<file path="config.mk">
export PLATFORM = sky130hd
export DESIGN_NAME = io_bus_master
export DESIGN_NICKNAME = d
export VERILOG_FILES = /design/src/rtl/io_bus_pkg.sv /design/src/rtl/io_bus_timer.sv /design/src/rtl/io_bus_master.sv
export SDC_FILE = /design/constraint.sdc
export NUM_CORES = 1
export LEC_CHECK = 0
export BUFFER_PORTS_ARGS = -buffer_cell sky130_fd_sc_hd__buf_2
export CORE_MARGIN = 1
export CORE_UTILIZATION = 51
export CTS_CLUSTER_DIAMETER = 50
export CTS_CLUSTER_SIZE = 30
export DETAILED_ROUTE_END_ITERATION = 16
export PLACE_DENSITY = 0.76
export SYNTH_ARGS = -nofsm -noshare
export SYNTH_HDL_FRONTEND = slang
export SYNTH_SLANG_ARGS = --single-unit
</file>
<file path="constraint.sdc">
create_clock -name clk -period 1.8 [get_ports clk]
set_input_delay 0 -clock clk [delete_from_list [all_inputs] [get_ports clk]]
set_output_delay 0 -clock clk [all_outputs]
set_load 0.02 [all_outputs]
</file>
<file path="src/rtl/io_bus_pkg.sv">
// Shared types and constants for the MC14500B 1-bit IO bus initiator.
package io_bus_pkg;

  localparam int IO_BUS_ADDR_WIDTH = 4;
  localparam int MAX_TIMING_CYCLES = 15;

  typedef enum logic [2:0] {
    IDLE,
    SETUP,
    STROBE,
    HOLD,
    SAMPLE
  } io_bus_state_t;

  typedef struct packed {
    logic                         write;
    logic [IO_BUS_ADDR_WIDTH-1:0] addr;
    logic                         wdata;
  } io_bus_cmd_t;

endpackage

</file>
<file path="src/rtl/io_bus_timer.sv">
// Loadable 4-bit down-counter timing the SETUP and STROBE phases of the IO bus.
module io_bus_timer (
  input  logic       clk,
  input  logic       reset,
  input  logic       load,
  input  logic       en,
  input  logic [3:0] load_value,
  output logic       zero
);

  logic [3:0] count_q;

  always_ff @(posedge clk or posedge reset) begin
    if (reset) begin
      count_q <= '0;
    end else if (load) begin
      count_q <= load_value;
    end else if (en && (count_q != '0)) begin
      count_q <= count_q - 4'd1;
    end
  end

  // Flags the enabled cycle whose closing edge takes the count to zero.
  assign zero = en && (count_q == 4'd1);

endmodule

</file>
<file path="src/rtl/io_bus_master.sv">
// Bus initiator sequencing single-bit read/write commands onto the IO block.
// Define IO_BUS_ADDR_CHECK_EN to reject writes to inputs and reads of outputs.
module io_bus_master
  import io_bus_pkg::*;
#(
  parameter int ADDR_WIDTH    = 4,
  parameter int OUTPUT_SIZE   = 2 ** (ADDR_WIDTH - 1),
  parameter int SETUP_CYCLES  = 1,
  parameter int STROBE_CYCLES = 1
) (
  input  logic                  clk,
  input  logic                  reset,
  input  logic                  cmd_valid,
  output logic                  cmd_ready,
  input  logic                  cmd_write,
  input  logic [ADDR_WIDTH-1:0] cmd_addr,
  input  logic                  cmd_wdata,
  output logic                  rsp_valid,
  output logic                  rsp_data,
  output logic                  rsp_error,
  output logic [ADDR_WIDTH-1:0] bus_address,
  output logic                  bus_write,
  output logic                  bus_data_out,
  input  logic                  bus_data_in
);

  localparam logic [3:0] SETUP_LOAD  = 4'(SETUP_CYCLES);
  localparam logic [3:0] STROBE_LOAD = 4'(STROBE_CYCLES);

  io_bus_state_t state;
  io_bus_cmd_t   cmd_q;
  logic          handshake;
  logic          reject;
  logic          accept;
  logic          timer_load;
  logic          timer_en;
  logic          timer_zero;
  logic [3:0]    timer_value;

  assign cmd_ready = (state == IDLE);
  assign handshake = cmd_valid && cmd_ready;

`ifdef IO_BUS_ADDR_CHECK_EN
  localparam logic [ADDR_WIDTH:0] OUT_LIMIT = (ADDR_WIDTH + 1)'(OUTPUT_SIZE);
  logic addr_is_output;
  assign addr_is_output = ({1'b0, cmd_addr} < OUT_LIMIT);
  assign reject         = cmd_write ? !addr_is_output : addr_is_output;
`else
  assign reject = 1'b0;
`endif

  assign accept      = handshake && !reject;
  assign timer_en    = (state == SETUP) || (state == STROBE);
  assign timer_load  = accept || ((state == SETUP) && timer_zero && cmd_q.write);
  assign timer_value = accept ? SETUP_LOAD : STROBE_LOAD;

  io_bus_timer u_timer (
    .clk        (clk),
    .reset      (reset),
    .load       (timer_load),
    .en         (timer_en),
    .load_value (timer_value),
    .zero       (timer_zero)
  );

  // The command latch is the bus drive: it only moves on an accepted handshake.
  assign bus_address  = ADDR_WIDTH'(cmd_q.addr);
  assign bus_data_out = cmd_q.wdata;

  always_ff @(posedge clk or posedge reset) begin
    if (reset) begin
      state     <= IDLE;
      cmd_q     <= '0;
      bus_write <= 1'b0;
      rsp_valid <= 1'b0;
      rsp_data  <= 1'b0;
      rsp_error <= 1'b0;
    end else begin
      rsp_valid <= 1'b0;
      rsp_data  <= 1'b0;
      rsp_error <= 1'b0;
      unique case (state)
        IDLE: begin
          if (handshake) begin
            if (reject) begin
              rsp_valid <= 1'b1;
              rsp_error <= 1'b1;
            end else begin
              cmd_q <= '{write: cmd_write,
                         addr:  IO_BUS_ADDR_WIDTH'(cmd_addr),
                         wdata: cmd_wdata};
              state <= SETUP;
            end
          end
        end
        SETUP: begin
          if (timer_zero) begin
            if (cmd_q.write) begin
              state     <= STROBE;
              bus_write <= 1'b1;
            end else begin
              state <= SAMPLE;
            end
          end
        end
        STROBE: begin
          if (timer_zero) begin
            state     <= HOLD;
            bus_write <= 1'b0;
          end
        end
        HOLD: begin
          state     <= IDLE;
          rsp_valid <= 1'b1;
        end
        SAMPLE: begin
          state     <= IDLE;
          rsp_valid <= 1'b1;
          rsp_data  <= bus_data_in;
        end
        default: state <= IDLE;
      endcase
    end
  end

  param_legal: assert property (@(posedge clk) disable iff (reset)
    (SETUP_CYCLES >= 1) && (SETUP_CYCLES <= MAX_TIMING_CYCLES) &&
    (STROBE_CYCLES >= 1) && (STROBE_CYCLES <= MAX_TIMING_CYCLES) &&
    (OUTPUT_SIZE >= 0) && (OUTPUT_SIZE <= 2 ** ADDR_WIDTH) &&
    (ADDR_WIDTH <= IO_BUS_ADDR_WIDTH));

endmodule

</file>
Word level (Yosys, flattened, before mapping):

Index checks and enable logic that the tools add are counted.

* output and inout bits: 10
* input bits: 10
* logic and storage cells: 46
* bits in registers: 16

* multiplexer cells: 13
* equal/unequal tests: 9
* $add $sub $neg: 1
* reduce and logical (&&, ||, !) cells: 15

Operators with widths (number)
* 3-bit 2-to-1 mux: 4
* 3-bit case mux with 3 select lines: 1
* 4-bit 2-to-1 mux: 2
* 3-bit by 2-bit equality test with 1-bit output (second input constant): 2
* 2-bit inequality test (second input constant): 3
* 1-bit logical AND: 5
* 1-bit 2-to-1 mux: 5
* 4-bit by 1-bit equality test with 1-bit output (second input constant): 1
* 4-bit AND reduction: 1
* 2-bit nonzero test: 2
* 4-bit nonzero test: 1
* 4-bit by 1-bit subtractor with 4-bit output (second input constant): 1
* 3-bit by 1-bit equality test with 1-bit output (second input constant): 1
* 3-bit equality test (second input constant): 1
* 3-bit zero test: 1
* 3-bit AND reduction: 1
* 1-bit logical OR: 2
* 2-bit by 1-bit inequality test with 1-bit output (second input constant): 1
* 1-bit case mux with 2 select lines: 1
* 2-bit AND reduction: 1
* 2-bit OR reduction: 1

Depth between registers and ports, before layout:

Gate-level depths: netlist of run 1.

* depth in word-level cells: 7
* depth in mapped cells: 5
* depth with buffers taken out: 5

Hierarchy:

From an unflattened synthesis of run 1, not the netlist that was laid out.

* cell total of the unflattened synthesis: 82
* area, all modules: 885.8 um^2

Modules (own cells, without submodules)
* io_bus_master: sequential area each 300.3 um^2, instances 1, area each 596.8 um^2, cells each 51
* io_bus_timer: sequential area each 100.1 um^2, instances 1, area each 289.0 um^2, cells each 31

Worst setup path before layout of run 1:

No wires, ideal clock.

* kind: flip-flop to flip-flop
* start point: reg u_timer.count_q[0]
* end point: reg u_timer.count_q[2]
* path slack: 268 ps
* data required time: 1675 ps
* arrival: 1406 ps
* cell stages (with the launch flop): 6
* buffers on the path: 0
* cells stage by stage: dfrtp_1 inv_1 ha_1 or3b_2 and4_1 mux2i_1

* cells in the longest elaborated chain, start to end: 6
* elaborated cells on any way between the ends: 11

RTL lines
* start, declared: RTL line io_bus_timer.sv:11 `logic [3:0] count_q;`
* start signal, assigned: RTL line io_bus_timer.sv:17 `count_q <= load_value;`
* start signal, assigned: RTL line io_bus_timer.sv:19 `count_q <= count_q - 4'd1;`
* branches (longest 6 deep; another with 4-bit by 1-bit subtractor with 4-bit output)

Parallel ways; which one is timed is not known. The select of a mux whose other input is x is not followed.
A chain may end at the register's enable or synchronous reset.

Worst setup path in the final report of run 1:

* start point: reg state[0]
* end point: reg cmd_q (netlist bit bus_address[3])

* cells in the longest elaborated chain, start to end: 3

RTL lines
* start, declared: RTL line io_bus_master.sv:30 `io_bus_state_t state;`
* start signal, assigned: RTL line io_bus_master.sv:72 `state <= IDLE;`
* start signal, assigned: RTL line io_bus_master.sv:92 `state <= SETUP;`
* start signal, assigned: RTL line io_bus_master.sv:99 `state <= STROBE;`
* 3-bit zero test *: RTL line io_bus_master.sv:40, io_bus_master.sv:82
* 1-bit logical AND: RTL line io_bus_master.sv:41 `assign handshake = cmd_valid && cmd_ready;`
* 2-bit AND reduction (no source line) *
* end signal, assigned: RTL line io_bus_master.sv:89 `cmd_q <= '{write: cmd_write,`
* end, declared: RTL line io_bus_master.sv:31 `io_bus_cmd_t cmd_q;`

Every way passes the cells marked *; elsewhere a longest branch is shown, timed or not.

==> results of run 1 <==
-- cell families after synthesis --
group	after synthesis	share of synthesized area [%]
AOI/OAI and AO/OA	11	8.556
xor gates and xnor gates	2	1.964
adders and majority gates	3	4.208
buffers and inverters	13	8.555
DFF	16	44.88
muxes	8	12.34
other	1	0.4204
and+or+nand+nor	28	19.07
-- timing repair --
item | 4_1_cts | 5_1_grt
setup endpoints to repair | 0 | 1
hold endpoints to repair | 23 | 0
hold buffers | 8 | 0
resized for setup | 0 | 1
-- area by class of cell --
class	count	area (um^2)	share of cell area [%]
Sequential cell	16	400.4	36.91
Multi-Input combinational cell	53	420.4	38.75
Inverter	4	15.01	1.384
Clock buffer	4	36.28	3.345
Timing Repair Buffer	29	192.7	17.76
Tap cell	16	20.02	1.845
-- worst max-delay path, delay by kind of cell (launching register included) --
kind / cells / cell delay, ns
and+or+nand+nor: 1 / 0.77
muxes: 1 / 0.38
DFF: 1 / 0.40
-- sequential cells by signal (all words and copies together), names as in the netlist --
| name | flops |
|---|---|
| u_timer.count_q | 4 |
| cmd_q | 1 |
| rsp_data | 1 |
| bus_address | 4 |
| bus_data_out | 1 |
| state | 3 |
| rsp_valid | 1 |
| bus_write | 1 |
-- per-layer routing --
layer  vias up  share of wire, %  track usage, %
met3         4               3.1           4.167
met4         0               2.0           14.37
met2        15                51           37.61
met1       342                44           24.93
met5         -                 0               0
li1        334                 -               -
-- cells in the mapped netlist, drive strengths merged --
| cell | n |
|---|---|
| a2111oi | 1 |
| or3b | 1 |
| and3 | 2 |
| nand4 | 2 |
| or4b | 2 |
| nor3b | 2 |
| nor4 | 1 |
| ha | 3 |
| inv | 4 |
| nand3b | 1 |
| a22o | 1 |
| nand2 | 6 |
| mux2i | 2 |
| nor2 | 1 |
| nand2b | 1 |
| a31oi | 1 |
| o31ai | 1 |
| nand3 | 1 |
| mux2 | 6 |
| o21bai | 2 |
| a21oi | 1 |
| xor2 | 1 |
| and4 | 1 |
| a21o | 1 |
| buf | 7 |
| o21ai | 2 |
| conb | 1 |
| o21a | 1 |
| xnor2 | 1 |
| clkbuf | 2 |
| nor2b | 2 |
| nor3 | 4 |
| dfrtp | 16 |
| nor4b | 1 |
-- path summary, 6_finish.rpt --
path	slack, ns	endpoint	startpoint	cells past startpoint
min in group asynchronous	0.32	u_timer.count_q[2]	reset	3
min	0.05	state[0]	cmd_valid	3
max in group asynchronous	1.08	state[1]	reset	3
max	0.12	bus_address[3]	state[0]	2
min reg2reg	0.51	state[2]	cmd_q[5]	1
max reg2reg	0.12	bus_address[3]	state[0]	2
-- per-stage QoR --
stage	hold slack (ns)	std cells	utilization, %	total power (W)	setup slack, ns
6_report	0.04704	122	68.81	0.001819	0.1197
5_1_grt	0.05957	122	68.81	0.001952	0.03602
4_1_cts	0.04407	122	68.49	0.001817	0.1245
3_5_place_dp	0.1005	110	61.11	0.001554	0.1530
3_3_place_gp	0.08770	110	61.11	0.001518	0.1799
2_1_floorplan	-0.08626	82	-	0.001390	0.2685
-- power breakdown --
group          internal (W)  switching [W]
clock              0.000123       0.000119
sequential         0.000511       0.000132
combinational      0.000447       0.000486
total               0.00108       0.000738
==> metrics.txt, run 1 <==
sequential element share of the synthesized area=approximately 45%; Max rail drop VDD=about 0.0008 V; endpoints failing hold=0; WS Path Type=register to register; crit-path cells=or4b_1, mux2_4; status=finished, violations left; share of layout cells above drive strength 1=31.13%; YS warnings=0; Final min period=1.680 ns; # port buffers=18; TritonRoute pass-1 iters=10; critical path's slowest cell=or4b_1; CP arrival=around 1.9 ns; Distinct cells, synth=36; Ant. Diodes=0; CORE AREA=~1600 um^2; cells after synthesis=82; violated checks=DRC; latest clock arrival within the worst-skew pair=around 0.29 ns; DRC viols=1; GP Congestion=around 0.77; all-layer global routing usage=~22%; commonest cells after routing, fill and taps aside=18 x buf_2, 16 x dfrtp_1, 8 x dlygate4sd3_1, 6 x nand2_1, 6 x mux2_4; fmax=0.5951 GHz; Startpoint Class=register; DP HPWL=1210 um; top cells by area, synth=dfrtp_1 45%, mux2_4 10%, buf_4 4.2%; vias post-DR=695; top cell type by total area after synthesis=dfrtp_1; Area Growth Syn to Fin=21.60%; Routed Antenna Nets=0; Final Cycle Share=93.35%; wire length per cell=14.98 um; Initial DRC Count=7; max_cap viols=0; Die W=43.83 um; CP endpoint kind=register; Syn Area/Cell=10.88 um^2; TritonCTS clock tree=built; H-Tree Depth=1; # rows=14; pin count of the biggest net entering global routing=17; initial core utilization=56.59%; # setup viols final=0; TNS Setup=0 ns; vias in the first global route=729; first-pass GRT wire length=3008 um; worst min-delay path category=primary input to register; P per Cell Area=1677 nW/um^2; Slew @ Worst Pin=0.5806 ns; Yosys reg bits=16; CP max FO=9; Die Span Y=about 44 um; global route overflow=0; die area=between 1500 and 2000 um^2; RSZ-0062 raised after global routing=no; clk root buf=clkbuf_4; Worst Clk Skew=roughly 0.013 ns; Ports=20; DR vias/cell=5.697; area share of the largest cell type after synthesis=44.88%; clk sink count=16; clock buffer depth=2; max-slew violation count=0; initial antenna violation count=0; Area after DPL=963.4 um^2; drt total wl=~1800 um; CP peak stage delay=0.77 ns; Reg clk slew, reported paths=between 0.1 and 0.15 ns; Static Leak=between 0.5 and 0.6 nW; Mapped Nets=95; fill count=126; post-route cell area=1085 um^2; Worst EP required=about 2 ns; Post-CTS Setup Bufs=0; Final #Nets=120; max_slew headroom=between 60% and 70%; synthesized area=slightly below 900 um^2; CTS buffer count=3; most common cell after layout, fill and taps aside=buf_2
(Power assumes the default switching activity.)
==> run 2, diff against run 1 <==
- SETUP_SLACK_MARGIN: not set -> 0.5
==> metrics.txt, run 2 (synthesized netlist as in run 1, its figures left out) <==
first-pass GRT wire length=3084 um; Final #Nets=approximately 130; CP arrival=1.73 ns; most common cell after layout, fill and taps aside=buf_2; Inst Count DP=110; wire length per cell=between 15 and 20 um; commonest cells after routing, fill and taps aside=18 x buf_2, 15 x dfrtp_1, 9 x buf_4, 8 x dlygate4sd3_1; RSZ-0062 raised after global routing=yes; DR vias/cell=approximately 5.7; P per Cell Area=1737 nW/um^2; Die W=43.83 um; CORE AREA=between 1500 and 2000 um^2; post-route cell area=1179 um^2; Core Util, Final=between 70% and 80%; Final min period=1.545 ns; DRC viols=0; crit-path cells=inv_2, ha_4, or4b_4, o21a_1, and3_1; max_cap viols=0; all-layer global routing usage=22.80%; switching share of power=between 40% and 50%; initial antenna violation count=0; Internal=0.001221 W; CP peak stage delay=0.47 ns; Routed Antenna Nets=0; clk sink count=16; pre-CTS setup slack=0.1705 ns; latest clock arrival within the worst-skew pair=0.29 ns; TritonCTS clock tree=built; Worst EP required=1.98 ns; # setup viols final=0; Die Span Y=43.83 um; # rows=14; Post-Layout Cell Count=between 100 and 150; worst min-delay path category=primary input to register; Initial DRC Count=13; Max rail drop VDD=0.0008949 V; CP max FO=3; initial core utilization=56.59%; clock buffer depth=2; CP endpoint kind=register; Slew @ Worst Pin=0.6079 ns; Final Cycle Share=a little under nine tenths; critical path's slowest cell=or4b_4; # port buffers=18; Reg power frac=32.1%; P_sw=a little over 0.0008 W; setup ws final=0.2551 ns; H-Tree Depth=1; share of layout cells above drive strength 1=42.86%; GP Congestion=0.8753; Reg clk slew, reported paths=roughly 0.11 ns; Area Growth Syn to Fin=32.12%; drt total wl=1989 um; Startpoint Class=register; die area=between 1500 and 2000 um^2; CTS buffer count=3; clk root buf=clkbuf_4; WS Path Type=register to register; TNS Setup=0 ns; max-slew violation count=0; Clock Power Share=11.7%; vias post-DR=731; Ports=20; pin count of the biggest net entering global routing=17; status=completed; Static Leak=0.5676 nW; endpoints failing hold=0; Ant. Diodes=0; vias in the first global route=between 600 and 700; TritonRoute pass-1 iters=4; Area after DPL=993.5 um^2; Comb power frac=56.2%; global route overflow=0; max_slew headroom=59.43%; Worst Clk Skew=0.01175 ns; fmax=0.6473 GHz
-- run 2: repair_timing --
action | CTS | global route
gates resized for setup | 4 | 2
setup endpoints to repair | 12 | 13
endpoints found under the hold margin | 23 | 0
hold buffers | 8 | 0
pin swaps | 3 | 1
buffers inserted | 6 | 0
-- run 2: routing by layer --
layer | share of wire [%] | vias to the layer above | wire length [um] | GRT usage (%)
met5 | 0 | - | 0 | 0
met4 | 1.2 | 0 | 23 | 10.63
met3 | 2.8 | 4 | 56 | 4.167
met2 | 53 | 24 | 1058 | 40.30
met1 | 43 | 357 | 851 | 26.39
li1 | - | 346 | - | -
-- run 2: worst max-delay path, delay by kind of cell (launching register included) --
kind / cells / cell delay (ns)
buffers and inverters: 1 / 0.08
adder cells (fa/ha/maj): 1 / 0.12
AND/OR/NAND/NOR: 2 / 0.62
AO/OA/AOI/OAI: 1 / 0.20
flip-flops: 1 / 0.41
-- run 2: path summary, 6_finish.rpt --
check | start | to | slack (ns) | cells after the start
worst max-delay path | u_timer.count_q[1] | u_timer.count_q[1] | 0.26 | 5
worst min-delay path | cmd_valid | state[0] | 0.15 | 3
worst max register to register | u_timer.count_q[1] | u_timer.count_q[1] | 0.26 | 5
worst min register to register | cmd_q[5] | state[2] | 0.51 | 1
max in group asynchronous | reset | u_timer.count_q[0] | 1.05 | 3
min in group asynchronous | reset | u_timer.count_q[1] | 0.32 | 3
-- run 2: per-stage QoR --
stage	power (W)	hold WS (ns)
after floorplan	0.001448	-0.08626
after global placement	0.001579	0.09139
after detailed placement	0.001614	0.1090
after CTS	0.001986	0.04638
after global routing	0.002182	0.1473
final	0.002048	0.1477
-- run 2: area by class of cell --
class                      count  area [um^2]
tap                           16        20.02
fill                         106        397.9
timing repair buffer          35        237.7
inverter                       4        15.01
sequential                    16        401.6
clock buffer                   4        36.28
multi-input combinational     53        467.9
-- run 2: power by group through the flow --
stage	clock, W	sequential, W	combinational [W]
floorplan	0	0.000658	0.000790
global placement	0	0.000646	0.000933
detailed placement	0	0.000653	0.000961
CTS	0.000242	0.000648	0.00110
global route	0.000261	0.000674	0.00125
finish	0.000240	0.000657	0.00115
==> run 3, diff against run 2 <==
- ABC_AREA: not set -> 1
==> metrics.txt, run 3 <==
Worst Clk Skew=0.008068 ns; R2R Path Start=u_timer.count_q[0]; global route overflow=0; sequential element share of the synthesized area=47.76%; CP endpoint kind=register; wire length per cell=11.07 um; H-Tree Depth=1; drt total wl=1738 um; clk root buf=clkbuf_4; most common cell after layout, fill and taps aside=nand2_1; Final min period=roughly 1.2 ns; Ant. Diodes=0; Static Leak=0.6503 nW; YS warnings=0; clk sink count=16; TritonCTS clock tree=built; DRC viols=0; CP Launch Point=u_timer.count_q[0]; Reg clk slew, reported paths=0.10 ns; Syn Area/Cell=7.762 um^2; Die W=42.54 um; top cells by area, synth=dfrtp_1 48%, nand2_1 17%, inv_1 7.2%; Worst EP required=1.98 ns; Bufs and invs on worst path=1; Yosys reg bits=16; CP max FO=6; CP arrival=around 1.4 ns; Final #Nets=155; library cell with the highest instance count after synthesis=nand2_1; clock buffer depth=2; top cell type by total area after synthesis=dfrtp_1; Mapped Nets=121; # setup viols final=0; latest clock arrival within the worst-skew pair=between 0.2 and 0.3 ns; Slew @ Worst Pin=0.5911 ns; Area Growth Syn to Fin=34.63%; status=completed; cells after synthesis=108; EDFF count, synth=0; CP peak stage delay=0.43 ns; CTS buffer count=3; RSZ-0062 raised after global routing=yes; Max rail drop VDD=0.001021 V; share of layout cells above drive strength 1=a little under a third; pin count of the biggest net entering global routing=17; worst min-delay path category=primary input to async pin; Distinct cells, synth=17; TNS Setup=0 ns; synthesized area=between 800 and 900 um^2; DP HPWL=1090 um; area share of the largest cell type after synthesis=47.76%; Post-synth ARST share=100.0%; # rows=14; Die Span Y=42.54 um; Startpoint Class=register; commonest cells after routing, fill and taps aside=35 x nand2_1, 18 x buf_2, 15 x inv_1, 15 x dfrtp_1; crit-path cells=inv_1, ha_1, nand3_4, nand2_2, nand2_1, nand2_1, nand2_1; CORE AREA=1524 um^2; DR vias/cell=4.796; Ports=20; delay-heaviest family, CP=flip-flops; GP Congestion=about 0.85; fmax=0.8029 GHz; vias post-DR=753; TritonRoute pass-1 iters=4; max_slew headroom=between 60% and 70%; # port buffers=18; ys flop type=dfrtp_1; total power=0.002135 W; first-pass GRT wire length=roughly 2600 um; initial antenna violation count=0; die area=1810 um^2; most used cell, CP=nand2_1; Final Cycle Share=69.19%; max_cap viols=0; WS Path Type=register to register; Post-synth top cells=37 x nand2_1, 16 x dfrtp_1, 16 x inv_1, 10 x nor2_1, 7 x nand3_1; initial core utilization=55.01%; Initial DRC Count=12; endpoints failing hold=0; P per Cell Area=1892 nW/um^2; Routed Antenna Nets=0; critical path's slowest cell=dfrtp_1; max-slew violation count=0; vias in the first global route=631; all-layer global routing usage=19.38%
[run 3: cell count changes in the layout (fill, tap and decap cells not counted), moves of 4 or more]
cell / change
nor3_1: -4
nand2_2: +4
nand2_1: +29
nor2_1: +8
mux2_4: -6
inv_1: +13
[run 3: layout make-up]
cell class / count / area [um^2]
Sequential cell: 16 / 401.6
Timing Repair Buffer: 34 / 232.7
Fill cell: 112 / 395.4
Inverter: 17 / 66.31
Clock buffer: 4 / 36.28
Tap cell: 16 / 20.02
Multi-Input combinational cell: 70 / 371.6
[run 3: cells by family after synthesis]
group	share of synthesized area, %
fa+ha+maj	4.478
simple gates	33.13
compound gates	2.089
other cells	0.4473
buf+inv	12.09
flops	47.76
[run 3: repair_timing]
item	4_1_cts	5_1_grt
gates resized for setup	0	11
endpoints found under the hold margin	24	0
hold buffers	9	0
buffers inserted	0	7
endpoints found under the setup margin	0	14
[run 3: through the flow]
stage,cells,hold WS (ns),utilization [%],setup slack [ns],cell area (um^2)
6_report,157,0.3032,74.06,0.5546,1129
5_1_grt,157,0.3716,74.06,0.4473,1129
4_1_cts,150,0.3401,68.06,0.5074,1037
2_1_floorplan,108,-0.08626,-,0.6509,838.3
3_5_place_dp,137,0.1068,59.77,0.5136,910.9
3_3_place_gp,137,0.09464,59.77,0.5389,910.9
[run 3: worst min-delay path: cells and delay by family]
family | cells | cell delay, ns
buffers and inverters | 3 | 1.08
[run 3: worst paths after layout]
| kind | depth (start not counted) | slack, ns | to |
|---|---|---|---|
| min in group clk | 4 | 0.44 | bus_address[1] |
| max reg2reg | 7 | 0.55 | u_timer.count_q[0] |
| max | 7 | 0.55 | u_timer.count_q[0] |
| max in group asynchronous | 3 | 1.07 | state[0] |
| min | 3 | 0.30 | bus_data_out |
| min reg2reg | 2 | 0.48 | bus_address[1] |
[run 3: routing by layer]
metal | GRT usage, % | part of all wire [%]
met4 | 8.750 | 1.2
met5 | 0 | 0
met2 | 31.69 | 53
met1 | 24.37 | 43
met3 | 4.310 | 2.8
[run 3: power by group]
| group | switching (W) | total, W | internal, W | leakage (nW) |
|---|---|---|---|---|
| sequential | 0.000111 | 0.000638 | 0.000528 | 0.203 |
| clock | 0.000115 | 0.000238 | 0.000123 | 0.0210 |
| combinational | 0.000776 | 0.00126 | 0.000482 | 0.427 |
